<file path="src/rtl/seg_pkg.sv">
// seg_pkg: shared scan states, segment patterns and the 16-entry code table
package seg_pkg;
  typedef enum logic [1:0] {S_OFF, S_DEAD, S_DRIVE} state_t;
  localparam logic [6:0] SEG_OFF  = 7'b1111111;
  localparam logic [6:0] SEG_DASH = 7'b1111110;
  localparam logic [5:0] SEL_OFF  = 6'b111111;
  localparam logic [15:0][6:0] SEG_TABLE = {
    SEG_DASH, SEG_DASH, SEG_DASH, SEG_DASH, SEG_DASH, SEG_DASH,
    7'b0000100, 7'b0000000, 7'b0001111, 7'b0100000, 7'b0100100,
    7'b1001100, 7'b0000110, 7'b0010010, 7'b1001111, 7'b0000001
  };
endpackage

</file>
<file path="src/rtl/seg_decoder.sv">
// seg_decoder: combinational 4-bit code to active-low 7-segment pattern
module seg_decoder
  import seg_pkg::*;
(
  input  logic [3:0] code,
  output logic [6:0] seg
);
  assign seg = SEG_TABLE[code];
endmodule

</file>
<file path="src/rtl/seg_scan_ctrl.sv">
// seg_scan_ctrl: six-digit multiplexed 7-segment scanner with dead time and a write port
module seg_scan_ctrl
  import seg_pkg::*;
#(
  parameter int DRIVE_CYC = 50000,
  parameter int DEAD_CYC  = 4
) (
  input  logic       clk,
  input  logic       rst,
  input  logic       en,
  input  logic       wr_en,
  input  logic [2:0] wr_addr,
  input  logic [4:0] wr_data,
  output logic       wr_ack,
  output logic       wr_err,
  output logic [6:0] seg,
  output logic [5:0] sel,
  output logic       frame_done
);
  localparam int MAXC = DRIVE_CYC > DEAD_CYC ? DRIVE_CYC : DEAD_CYC;
  localparam int CW = $clog2(MAXC);
  state_t state;
  logic [CW-1:0] cnt;
  logic [2:0] idx;
  logic [4:0] bank [6];
  logic [6:0] dec;
  logic [6:0] shown;
  logic wr_ok;
  seg_decoder u_dec (.code(bank[idx][3:0]), .seg(dec));
  assign shown = bank[idx][4] ? SEG_OFF : dec;
  assign wr_ok = wr_en && wr_addr <= 3'd5;
  // bank writes, handshake pulses and the scan FSM; outputs are registered so
  // they line up with the state they describe and default to all-off
  always_ff @(posedge clk) begin
    if (!rst) begin
      state <= S_OFF;
      cnt <= '0;
      idx <= '0;
      seg <= SEG_OFF;
      sel <= SEL_OFF;
      wr_ack <= 1'b0;
      wr_err <= 1'b0;
      frame_done <= 1'b0;
      for (int i = 0; i < 6; i++) bank[i] <= '0;
    end else begin
      wr_ack <= wr_ok;
      wr_err <= wr_en && !wr_ok;
      if (wr_ok) bank[wr_addr] <= wr_data;
      frame_done <= 1'b0;
      seg <= SEG_OFF;
      sel <= SEL_OFF;
      if (!en) begin
        state <= S_OFF;
        cnt <= '0;
        idx <= '0;
      end else begin
        case (state)
          S_OFF: begin
            state <= S_DEAD;
            cnt <= '0;
            idx <= '0;
          end
          S_DEAD: begin
            if (cnt == CW'(DEAD_CYC - 1)) begin
              state <= S_DRIVE;
              cnt <= '0;
              sel <= SEL_OFF ^ (6'b1 << idx);
              seg <= shown;
            end else cnt <= cnt + 1'b1;
          end
          S_DRIVE: begin
            if (cnt == CW'(DRIVE_CYC - 1)) begin
              state <= S_DEAD;
              cnt <= '0;
              idx <= idx == 3'd5 ? 3'd0 : idx + 3'd1;
              frame_done <= idx == 3'd5;
            end else begin
              cnt <= cnt + 1'b1;
              sel <= SEL_OFF ^ (6'b1 << idx);
              seg <= shown;
            end
          end
          default: state <= S_OFF;
        endcase
      end
    end
  end
endmodule

</file>
<file path="config.mk">
export PLATFORM = sky130hd
export DESIGN_NAME = seg_scan_ctrl
export DESIGN_NICKNAME = d
export VERILOG_FILES = /design/src/rtl/seg_pkg.sv /design/src/rtl/seg_decoder.sv /design/src/rtl/seg_scan_ctrl.sv
export SDC_FILE = /design/constraint.sdc
export NUM_CORES = 1
export LEC_CHECK = 0
export BUFFER_PORTS_ARGS = -buffer_cell sky130_fd_sc_hd__buf_4
export CAP_MARGIN = 15
export CORE_UTILIZATION = 49
export DETAILED_ROUTE_END_ITERATION = 8
export PLACE_DENSITY_LB_ADDON = 0.15
export SYNTH_ARGS = -nofsm -noshare
export SYNTH_HDL_FRONTEND = slang
export SYNTH_SLANG_ARGS = --single-unit
</file>
<file path="constraint.sdc">
create_clock -name clk -period 2.7 [get_ports clk]
set_input_delay 0.135 -clock clk [delete_from_list [all_inputs] [get_ports clk]]
set_output_delay 0.135 -clock clk [all_outputs]
set_load 0.005 [all_outputs]
</file>
==> impl_metrics.py <==
metrics = {
    "status": {
        "outcome": "complete, no violations",
    },
    "global_routing": {
        "overflow": 0,
        "grt_util_all_layers": 0.193,
        "antenna_found_initial": 0,
        "grt_pass1_vias": 2263,
        "grt_max_degree": 15,
        "grt_pass1_wl_mm": 10.9,
    },
    "worst_setup_path": {
        "crit_type": "flip-flop to flip-flop",
        "worstSetupStartpoint": "cnt[0]",
        "r2r-start": "cnt[0]",
        "reg2reg_to": "seg[3]",
        "crit_path_end_kind": "flip-flop",
        "reg2regPathDepth": 6,
        "cp.required_ns": 2.93,
        "worstPathArrival_ns": 2.61,
        "endpoint": "seg[3]",
        "critPathMaxFanout": 5,
        "path_cells": "ha_1, or4b_4, o41ai_4, o2111a_1, a21boi_0, o21ai_0",
        "critPathLaunchType": "flip-flop",
        "r2r_slack_ns": 0.33,
        "critPathMaxStageDelay_ns": 0.52,
        "cpMaxStageDelayCell": "or4b_4",
    },
    "sta": {
        "drv_slew": 0,
        "worstMarginPinSlew_ns": 0.886,
        "tns_ns": 0,
        "hold_viol_final": 0,
        "finalSetupViolCount": 0,
        "skew_ns": 0.00935,
        "finalCritPeriodShare": 0.879,
        "relSlewSlack": 0.403,
        "rsz0062_at_grt": "no",
        "timing.fmax_mhz": 421,
        "min_period_ns": 2.37,
    },
    "detailed_routing": {
        "dr.pass1.iters": 4,
        "drt_iter0_drc": 102,
        "wl_per_cell_um": 14.6,
        "drc": 0,
        "antenna_left": 0,
        "vias": 2371,
        "drt_wl_total_mm": 6.72,
        "via_per_inst": 5.17,
    },
    "logic_synthesis": {
        "synthTopCellsByArea": "edfxtp_1 33%, dfxtp_1 22%, mux4_2 6.2%",
        "synth_flop_cell": "edfxtp_1",
        "ys_top_cells_by_count": "44 x nor2_1, 40 x dfxtp_1, 40 x edfxtp_1",
        "syn_avg_cell_area_um2": 11.6,
        "synth.ff_latch_count": 80,
        "synth.distinct_cells": 49,
        "synth_edf_count": 40,
        "syn_inst": 312,
        "post-synth-top-area-cell": "edfxtp_1",
        "ys_warn_count": 0,
        "synth.most_common_cell": "nor2_1",
        "netlist.area_leader.share": 0.333,
        "ys_seq_area_frac": 0.555,
        "async_reset_ff_frac": 0,
        "syn-cell-area_um2": 3610,
    },
    "die": {
        "pin_count": 28,
        "die_y_um": 87.8,
        "design.die.area_um2": 7710,
        "start_util": 0.520,
        "die_width_um": 87.8,
        "core_um2": 6940,
        "fp-row-count": 30,
    },
    "place": {
        "gp_congestion": 0.779,
        "io_buffer_count": 27,
        "placed_cells": 443,
        "hpwl_mm": 4.78,
    },
    "clock_network": {
        "htreeDepth": 3,
        "post_cts_buffers": 0,
        "root_buffer": "clkbuf_8",
        "cts_tree": "built",
        "cts.clk_slew.worst_paths_ns": 0.09,
        "cts_hold_buffers": 0,
        "cts_inserted_buffers": 9,
        "cts.sinks": 80,
        "clkLatencyLatePin_ns": 0.35,
        "cts_max_path_buffers": 2,
        "cts-resized-gates": 0,
    },
    "pwr": {
        "p_per_area_nw_per_um2": 629,
        "irDropWorstVdd_mv": 0.352,
        "leakagePower_nw": 1.53,
    },
    "cells_and_area": {
        "final_util": 0.612,
        "fill_cells": 579,
        "nets": 382,
        "stdcell_count": 459,
        "antenna_cells": 0,
        "drive_gt1_frac": 0.190,
        "syn2layout_area_growth_pct": 17.7,
    },
    "run": {
        "cap_violations": 0,
    },
    "worst_hold_path": {
        "holdCritStartpoint": "wr_data[1]",
        "hp-class": "input pin to flip-flop",
        "worstHoldPathCells": 2,
    },
}
## power breakdown
| group | total [mW] | internal, mW | switching, mW |
|---|---|---|---|
| logic | 0.160 | 0.0711 | 0.0894 |
| registers | 1.34 | 1.32 | 0.0148 |
| clock network | 1.17 | 0.709 | 0.463 |
| total | 2.67 | 2.10 | 0.567 |
## area by class of cell
type | instances | area, um^2 | share of cell area
clock buffers | 9 | 124 | 0.0292
clock inverters | 7 | 144 | 0.0339
inverters | 15 | 56.3 | 0.0133
multi-input cells | 219 | 1550 | 0.366
flip-flops and latches | 80 | 2000 | 0.471
well taps | 96 | 120 | 0.0283
repair buffers | 33 | 248 | 0.0583
## layer usage
layer,GRT usage,vias up,wire length [um]
li1,-,1201,-
met1,0.245,1121,3140
met2,0.318,42,3300
met3,0.0481,7,186
met4,0.0760,0,97
met5,0,-,0
## kinds of logic after synthesis
logic type | share of synthesized area
other | 0.00104
XOR/XNOR | 0.0291
AND/OR/NAND/NOR | 0.186
flip-flops | 0.555
adder cells (fa/ha/maj) | 0.0416
multiplexers | 0.0874
buffers and inverters | 0.0243
AO/OA/AOI/OAI | 0.0763
## per-stage QoR
| step | hold WS, ns | area [um^2] | total power [mW] | setup WS [ns] |
|---|---|---|---|---|
| after floorplan | 0.315 | 3640 | 1.46 | 0.485 |
| after global placement | 0.425 | 3980 | 1.52 | 0.418 |
| after detailed placement | 0.429 | 3980 | 1.53 | 0.335 |
| after CTS | 0.0513 | 4250 | 2.69 | 0.325 |
| after global routing | 0.0624 | 4250 | 2.76 | 0.190 |
| final | 0.0677 | 4250 | 2.67 | 0.326 |
## critical path, delay by kind of cell (launching register included)
kind	cells	cell delay (ns)
compound gates	4	1.13
fa+ha+maj	1	0.19
flops	1	0.41
simple gates	1	0.52
## placed cells by master, fill, tap and decap left out, types with 3 or more instances in the layout
master / n
edfxtp_1: 40
clkbuf_8: 9
mux4_2: 10
nor3b_1: 6
nor2_1: 44
and2_1: 6
a21oi_1: 8
nand2_1: 29
nor2b_1: 5
conb_1: 10
bufinv_16: 4
buf_4: 33
nand2b_1: 3
o21ai_0: 15
nor3_1: 3
nand4_1: 4
dfxtp_1: 40
nand3_1: 3
ha_1: 12
inv_1: 15
xnor2_1: 10
and3_1: 7
mux2i_1: 9
nand3b_1: 4
## worst min path at each step
stage / end / slack (ns)
global placement: bank[2][4] / 0.42
finish: bank[2][1] / 0.07
global route: bank[2][1] / 0.06
detailed placement: bank[2][1] / 0.43
CTS: bank[2][1] / 0.05
floorplan: wr_ack / 0.32
## state kept, by name (all words and copies together), names as in the netlist, named ones only
| register | flops |
|---|---|
| wr_ack | 1 |
| cnt | 16 |
| wr_err | 1 |
| idx | 3 |
| bank | 40 |
| seg | 7 |
| frame_done | 1 |
| sel | 6 |
| state | 2 |
Note: power is estimated with default switching activity, not from simulation.
